--- src/rtl/vertex_xform_sequencer.sv ---
// Vertex transform sequencer: fetches a run of vertices, feeds each through the
// transform unit via start/done, and streams transformed results downstream.
`timescale 1ns/1ps
module vertex_xform_sequencer #(
    parameter int unsigned IDX_W   = 16,
    parameter int unsigned TIMEOUT = 128
) (
    input  logic             clk,
    input  logic             reset_n,
    input  logic             go,
    input  logic [IDX_W-1:0] vtx_base,
    input  logic [IDX_W-1:0] vtx_count,
    output logic             busy,
    output logic             frame_done,
    output logic             err,
    output logic             rd_req,
    output logic [IDX_W-1:0] rd_addr,
    input  logic             rd_valid,
    input  logic [31:0]      rd_x,
    input  logic [31:0]      rd_y,
    input  logic [31:0]      rd_z,
    output logic             xf_start,
    output logic [31:0]      xf_x,
    output logic [31:0]      xf_y,
    output logic [31:0]      xf_z,
    input  logic             xf_done,
    input  logic [31:0]      xf_x_out,
    input  logic [31:0]      xf_y_out,
    input  logic [31:0]      xf_z_out,
    output logic             o_valid,
    input  logic             o_ready,
    output logic [IDX_W-1:0] o_idx,
    output logic [31:0]      o_x,
    output logic [31:0]      o_y,
    output logic [31:0]      o_z
);

    localparam int unsigned DATA_W = 32;
    localparam int unsigned TMO_W  = $clog2(TIMEOUT + 1);

    localparam logic [2:0] S_IDLE      = 3'd0;
    localparam logic [2:0] S_FETCH     = 3'd1;
    localparam logic [2:0] S_WAIT_RD   = 3'd2;
    localparam logic [2:0] S_KICK      = 3'd3;
    localparam logic [2:0] S_WAIT_BUSY = 3'd4;
    localparam logic [2:0] S_WAIT_DONE = 3'd5;
    localparam logic [2:0] S_EMIT      = 3'd6;

    // Last allowed count values: done must drop by the second cycle after start.
    localparam logic [TMO_W-1:0] TMO_LAST  = TMO_W'(TIMEOUT - 1);
    localparam logic [TMO_W-1:0] BUSY_LAST = TMO_W'(2);

    logic [2:0]        state_q, state_d;
    logic [IDX_W-1:0]  cur_q, cur_d;
    logic [IDX_W-1:0]  rem_q, rem_d;
    logic [TMO_W-1:0]  tmo_q, tmo_d;
    logic [DATA_W-1:0] xf_x_q, xf_x_d, xf_y_q, xf_y_d, xf_z_q, xf_z_d;
    logic [DATA_W-1:0] o_x_q, o_x_d, o_y_q, o_y_d, o_z_q, o_z_d;
    logic [IDX_W-1:0]  o_idx_q, o_idx_d;
    logic              o_valid_q, o_valid_d;
    logic              busy_q, busy_d;
    logic              frame_done_q, frame_done_d;
    logic              err_q, err_d;
    logic              rd_req_q, rd_req_d;
    logic              xf_start_q, xf_start_d;

    // Next-state and registered-output logic.
    always_comb begin
        state_d      = state_q;
        cur_d        = cur_q;
        rem_d        = rem_q;
        tmo_d        = tmo_q;
        xf_x_d       = xf_x_q;
        xf_y_d       = xf_y_q;
        xf_z_d       = xf_z_q;
        o_x_d        = o_x_q;
        o_y_d        = o_y_q;
        o_z_d        = o_z_q;
        o_idx_d      = o_idx_q;
        o_valid_d    = o_valid_q;
        err_d        = err_q;
        frame_done_d = 1'b0;
        xf_start_d   = 1'b0;

        case (state_q)
            S_IDLE: begin
                if (go) begin
                    err_d = 1'b0;
                    cur_d = vtx_base;
                    rem_d = vtx_count;
                    if (vtx_count == '0) frame_done_d = 1'b1;
                    else                 state_d      = S_FETCH;
                end
            end
            S_FETCH: state_d = S_WAIT_RD;
            S_WAIT_RD: begin
                if (rd_valid) begin
                    xf_x_d  = rd_x;
                    xf_y_d  = rd_y;
                    xf_z_d  = rd_z;
                    state_d = S_KICK;
                end
            end
            S_KICK: begin
                // Start only once the unit reports idle.
                if (xf_done) begin
                    xf_start_d = 1'b1;
                    tmo_d      = '0;
                    state_d    = S_WAIT_BUSY;
                end
            end
            S_WAIT_BUSY: begin
                if (!xf_done) begin
                    tmo_d   = '0;
                    state_d = S_WAIT_DONE;
                end else if (tmo_q == BUSY_LAST) begin
                    err_d   = 1'b1;
                    state_d = S_IDLE;
                end else begin
                    tmo_d = tmo_q + TMO_W'(1);
                end
            end
            S_WAIT_DONE: begin
                tmo_d = tmo_q + TMO_W'(1);
                if (xf_done) begin
                    o_x_d     = xf_x_out;
                    o_y_d     = xf_y_out;
                    o_z_d     = xf_z_out;
                    o_idx_d   = cur_q;
                    o_valid_d = 1'b1;
                    state_d   = S_EMIT;
                end else if (tmo_q == TMO_LAST) begin
                    err_d     = 1'b1;
                    o_valid_d = 1'b0;
                    state_d   = S_IDLE;
                end
            end
            S_EMIT: begin
                if (o_ready) begin
                    o_valid_d = 1'b0;
                    cur_d     = cur_q + IDX_W'(1);
                    rem_d     = rem_q - IDX_W'(1);
                    if (rem_q == IDX_W'(1)) begin
                        frame_done_d = 1'b1;
                        state_d      = S_IDLE;
                    end else begin
                        state_d = S_FETCH;
                    end
                end
            end
            default: state_d = S_IDLE;
        endcase

        rd_req_d = (state_d == S_FETCH);
        busy_d   = (state_d != S_IDLE);
    end

    always_ff @(posedge clk or negedge reset_n) begin
        if (!reset_n) begin
            state_q      <= S_IDLE;
            cur_q        <= '0;
            rem_q        <= '0;
            tmo_q        <= '0;
            xf_x_q       <= '0;
            xf_y_q       <= '0;
            xf_z_q       <= '0;
            o_x_q        <= '0;
            o_y_q        <= '0;
            o_z_q        <= '0;
            o_idx_q      <= '0;
            o_valid_q    <= 1'b0;
            busy_q       <= 1'b0;
            frame_done_q <= 1'b0;
            err_q        <= 1'b0;
            rd_req_q     <= 1'b0;
            xf_start_q   <= 1'b0;
        end else begin
            state_q      <= state_d;
            cur_q        <= cur_d;
            rem_q        <= rem_d;
            tmo_q        <= tmo_d;
            xf_x_q       <= xf_x_d;
            xf_y_q       <= xf_y_d;
            xf_z_q       <= xf_z_d;
            o_x_q        <= o_x_d;
            o_y_q        <= o_y_d;
            o_z_q        <= o_z_d;
            o_idx_q      <= o_idx_d;
            o_valid_q    <= o_valid_d;
            busy_q       <= busy_d;
            frame_done_q <= frame_done_d;
            err_q        <= err_d;
            rd_req_q     <= rd_req_d;
            xf_start_q   <= xf_start_d;
        end
    end

    assign busy       = busy_q;
    assign frame_done = frame_done_q;
    assign err        = err_q;
    assign rd_req     = rd_req_q;
    assign rd_addr    = cur_q;
    assign xf_start   = xf_start_q;
    assign xf_x       = xf_x_q;
    assign xf_y       = xf_y_q;
    assign xf_z       = xf_z_q;
    assign o_valid    = o_valid_q;
    assign o_idx      = o_idx_q;
    assign o_x        = o_x_q;
    assign o_y        = o_y_q;
    assign o_z        = o_z_q;

endmodule

--- config.mk ---
export PLATFORM = sky130hd
export DESIGN_NAME = vertex_xform_sequencer
export DESIGN_NICKNAME = d
export VERILOG_FILES = /design/src/rtl/vertex_xform_sequencer.sv
export SDC_FILE = /design/constraint.sdc
export NUM_CORES = 1
export LEC_CHECK = 0
export CAP_MARGIN = 0
export CELL_PAD_IN_SITES_DETAIL_PLACEMENT = 1
export CELL_PAD_IN_SITES_GLOBAL_PLACEMENT = 1
export CORE_MARGIN = 8
export CORE_UTILIZATION = 36
export CTS_BUF_LIST = sky130_fd_sc_hd__clkbuf_4
export DETAILED_ROUTE_END_ITERATION = 10
export GPL_TIMING_DRIVEN = 0
export PLACE_DENSITY_LB_ADDON = 0.1
export REMOVE_ABC_BUFFERS = 1
export SLEW_MARGIN = 20
export SYNTH_ARGS = -nofsm -noshare
export SYNTH_HDL_FRONTEND = slang
export SYNTH_SLANG_ARGS = --single-unit
--- constraint.sdc ---
create_clock -name clk -period 3.7 [get_ports clk]
set_input_delay 0.74 -clock clk [delete_from_list [all_inputs] [get_ports clk]]
set_output_delay 0.74 -clock clk [all_outputs]
set_load 0.1 [all_outputs]
* After elaboration in Yosys (flattened, before gate mapping) *
Cells that the tools add are included.

storage, ports and cells
  flip-flop bits (word level) = 257
  input port bits = 230
  output and inout bits = 230
  logic and storage cells = 90

operators by class
  $add $sub $neg = 3
  equal/unequal tests = 19
  mux-type cells = 38
  reduce and logical (&&, ||, !) cells = 13

operators by type and width
  kind                                                                   number
  16-bit 2-to-1 mux                                                      4
  16-bit one-hot mux with 2 select lines                                 2
  3-bit 2-to-1 mux                                                       9
  8-bit 2-to-1 mux                                                       3
  8-bit one-hot mux with 3 select lines                                  1
  3-bit one-hot mux with 7 select lines                                  1
  16-bit by 1-bit adder with 16-bit output (second input constant)       1
  16-bit by 1-bit == test with 1-bit output (second input constant)      1
  16-bit zero test                                                       1
  16-bit by 1-bit subtractor with 16-bit output (second input constant)  1
  1-bit 2-to-1 mux                                                       15
  2-bit != test (second input constant)                                  7
  3-bit == test (second input constant)                                  3
  3-bit AND reduction                                                    3
  3-bit nonzero test                                                     3
  8-bit by 1-bit adder with 8-bit output (second input constant)         1
  8-bit by 2-bit == test with 1-bit output (second input constant)       1
  8-bit by 7-bit == test with 1-bit output (second input constant)       1
  3-bit by 1-bit == test with 1-bit output (second input constant)       2
  3-bit by 2-bit == test with 1-bit output (second input constant)       2
  3-bit != test (second input constant)                                  2
  6-bit AND reduction                                                    1
  1-bit one-hot mux with 2 select lines                                  2
  2-bit AND reduction                                                    2
  3 further kinds                                                        4

* Logic depth before layout (Yosys ltp) *
  word-level depth = 5
  gate-level depth with buffers = 7
  gate-level depth less buffers = 6

* Worst setup path before layout *
OpenSTA, ideal clock, no wires.

  path type = reg2reg
  from = register cur_q[3] (netlist: rd_addr[3])
  to = register cur_q[13] (netlist: rd_addr[13])
  library setup time = 0.126 ns
  arrival = 2.226 ns
  data required time = 3.574 ns
  setup slack = 1.347 ns
  stages on the path, launching flop included = 6
  path buffers = 1
  clock period less this slack = 2.353 ns
  cells stage by stage = dfrtp_1 -> and3_1 -> clkbuf_1 -> nand3_1 -> or4_1 -> o311a_1

between the ends
  cells in the longest elaborated chain, start to end = 3

RTL lines
  element                                   line  text
  from (decl)                               54    logic [IDX_W-1:0] cur_q, cur_d;
  from (signal assigned)                    179   cur_q <= cur_d;
  16-bit by 1-bit adder with 16-bit output  141   cur_d = cur_q + IDX_W'(1);
  16-bit 2-to-1 mux                         139   if (o_ready) begin
  16-bit one-hot mux with 2 select lines    85    case (state_q)

Every way passes these cells. The select of a mux whose other input is x is not followed.
A chain may end at the register's enable or synchronous reset.

* Worst setup path after layout *
  from = register cur_q[11] (netlist: rd_addr[11])
  to = output rd_addr[11]

RTL lines
  element    line  text
  to (decl)  17    output logic [IDX_W-1:0] rd_addr,

No word-level cell between the ends.

==> impl_metrics.yaml <==
run_status:
  status: "complete, no violations"
clock_tree:
  cts.clk_slew.worst_paths_ns: 0.06
  buffers_from_clock_root_to_sink_at_most: 3
  level_count_of_the_clock_h_tree: 3
  tritoncts.num_buffers: 77
  clock_tree_from_tritoncts: "built"
  worstSkewPairLatency_ns: 0.67
  tritoncts_num_sinks: 257
  cts_root_buffer: "clkbuf_4"
  post_cts.repair.setup_buffers: 0
floorplanning:
  die_boundary_height_um: 188
  chipWidth_um: 188
  io-pin-count: 460
  placement_rows: 63
  placeableCoreArea_sq_um: 29400
  floorplan.initialDensity_pct: 36.2
  die_area_sq_um: 35300
sta:
  number_of_hold_violations_in_the_final_report: 0
  holdWs_ns: 0.493
  worst_slew_margin_rel_pct: 23.2
  fin_crit_sh_pct: 84.5
  finalWorstPathRequiredPeriod_ns: 3.13
  layout_skew_ns: 0.0546
  maxSlewViolCount: 0
  unrepaired_setup_endpoints_after_global_routing: "false"
  clock.fmax_ghz: 0.320
  final_number_of_setup_violating_endpoints: 0
  worst_slew_pin_slew_ns: 1.15
grt:
  grt_max_degree: 84
  first_global_vias: 9228
  wire_length_of_the_first_global_routing_pass_um: 62300
  congestion_overflow_gr: 0
  gr-usage-all-layers_pct: 23.3
  use_met3_pct: 7.88
  antenna_found_initial: 16
  grtUsageMet2_pct: 39.9
  grt.busiest_layer: "met2"
  grt_util_met1_pct: 26.2
detailed_routing:
  route.antenna.remaining_nets: 0
  detail_route.first_pass.iterations: 4
  wirelength_um: 41300
  via_count: 8704
  first_drt_iteration_drcs: 343
  vias_per_cell: 5.04
  wl_per_cell_um: 24.0
  drc: 0
place:
  place_congestion: 0.808
  place_inst: 1601
  io_buffer_count: 459
  place.detailed.hpwl_um: 32800
worst_setup_path:
  timing.reg2reg.worst_path_depth: 5
  cp_top_family: "buffers and inverters"
  data_arrival_time_of_the_critical_path_ns: 2.39
  timing.setup.critical_path_class: "flop to output port"
  cp_max_fanout: 7
  worstPathRequired_ns: 2.96
  crit_path_start_kind: "flop"
  regToRegEndpoint: "o_y[29]"
  timing_endpoint_of_the_critical_path: "rd_addr[11]"
  path_cells: "clkdlybuf4s50_1"
  crit_buf_inv: 1
  worstSetupEndpointType: "output port"
  critical-path-max-stage-delay_ns: 1.27
  timing.rr.start: "state_q[2]"
  worstSetupPathDepth: 1
  crit_path_top_delay_cell: "clkdlybuf4s50_1"
  crit_path_start: "rd_addr[11]"
  regToRegSetupSlack_ns: 1.20
logic_synthesis:
  postSynthRegisterBits: 257
  synth_cell_types: 58
  yosys_warnings: 0
  yosys.cell_count.top_type: "dfrtp_1"
  post-synth-top-area-cell: "dfrtp_1"
  synth_instances: 783
  synthTopCellsByArea: "dfrtp_1, mux2_2, a21oi_1"
  synth-async-reset-ratio_pct: 100
  ys_seq_area_share_pct: 60.5
  syn-mean-instance-area_sq_um: 13.6
  syn-cell-area_sq_um: 10600
  yosys-top-cells-count: "dfrtp_1, mux2_2, a21oi_1, o21ai_0, buf_2"
  synth_ff_type: "dfrtp_1"
  synth_largest_type_area_fraction_pct: 60.5
  synth_enable_flop_cells: 0
worst_hold_path:
  min-delay-path-class: "flop to flop"
layout:
  area_growth_syn_to_layout_pct: 57.3
  final_net_count: 1526
  stdcell_count: 1726
  final.fill_count: 3048
  fraction_of_final_layout_cells_with_drive_strength_greater_than_1_pct: 25.8
run:
  cap_violations: 0
[worst min path at each step]
stage | startpoint | depth (start not counted) | end
floorplan | reset_n | 0 | busy
global placement | o_idx[2] | 2 | o_idx[2]
detailed placement | o_idx[2] | 2 | o_idx[2]
CTS | o_idx[2] | 2 | o_idx[2]
global route | o_z[27] | 1 | o_z[27]
finish | o_idx[2] | 2 | o_idx[2]
[worst min-delay path, cell delays in order, from the launching register on]
cell	delay [ns]
dfrtp_1	0.35
nand2_1	0.05
o21ai_0	0.06
[state kept, by name, summed over array words and instances (netlist names), 3 cells and up]
register / flops
o_idx: 16
o_x: 32
o_y: 32
o_z: 32
rd_addr: 16
rem_q: 16
state_q: 3
tmo_q: 8
xf_x: 32
xf_y: 32
xf_z: 32
[layout by cell type (no fill, tap or decap), types with 3 or more instances in the layout]
| cell type | n |
|---|---|
| inv_1 | 11 |
| or4_1 | 4 |
| mux2_2 | 208 |
| a2bb2oi_1 | 9 |
| and3_1 | 8 |
| nor3_1 | 6 |
| buf_16 | 6 |
| diode_2 | 10 |
| a22oi_1 | 6 |
| nand4_1 | 11 |
| ha_1 | 5 |
| o21ai_0 | 30 |
| o22ai_1 | 9 |
| nand3_1 | 20 |
| o2bb2ai_1 | 3 |
| nor4_1 | 10 |
| nand2_1 | 22 |
| and4_1 | 3 |
| nor2_1 | 25 |
| clkbuf_4 | 107 |
| nand2b_1 | 6 |
| buf_12 | 5 |
| a31oi_1 | 3 |
| dfrtp_1 | 257 |
| clkdlybuf4s50_1 | 458 |
| nand3b_1 | 3 |
| xnor2_1 | 3 |
| a211oi_1 | 6 |
| a21oi_1 | 30 |
| a31o_2 | 3 |
[cell type report]
class	instances	area (sq um)	share of cell area (%)
Sequential cell	257	6430	38.4
Timing Repair Buffer	472	4890	29.2
Multi-Input combinational cell	472	3990	23.8
Clock buffer	107	803	4.80
Tap cell	390	488	2.92
Clock inverter	7	65.1	0.389
Inverter	11	41.3	0.247
Antenna cell	10	25.0	0.150
[layer usage]
| layer | routed length (um) | part of all wire, % | vias up |
|---|---|---|---|
| li1 | - | - | 3934 |
| met1 | 15300 | 37 | 4369 |
| met2 | 21800 | 53 | 313 |
| met3 | 2980 | 7.2 | 76 |
| met4 | 1210 | 2.9 | 12 |
| met5 | 83 | 0.20 | - |
[timing repair]
action                                 4_1_cts  5_1_grt
endpoints found under the hold margin       46        0
resized for setup                            0        0
setup endpoints to repair                    0        0
hold buffers                                 1        0
[cell families (layout without fill, tap and decap cells)]
family	count (synthesis)	after routing	synth area share (%)
AOI/OAI and AO/OA	119	119	7.27
xor gates and xnor gates	5	5	0.412
adders and majority gates	5	5	0.588
buffers and inverters	54	597	2.32
DFF	257	257	60.5
muxes	209	209	22.1
other	0	10	0
and+or+nand+nor	134	134	6.82
[stage by stage]
stage / setup TNS, ns / utilization [%] / setup slack, ns / cell area [sq um]
detailed placement: 0 / 53.8 / 0.580 / 15800
finish: 0 / 56.9 / 0.572 / 16700
global placement: -3477.60 / 52.8 / -10.02 / 15500
global route: 0 / 56.9 / 0.424 / 16700
CTS: 0 / 56.8 / 0.477 / 16700
floorplan: -264.59 / - / -1.79 / 10400
Power is left out: the tool's default activity adds up to more than one toggle a clock period on the data nets, which glitch-free logic cannot reach.
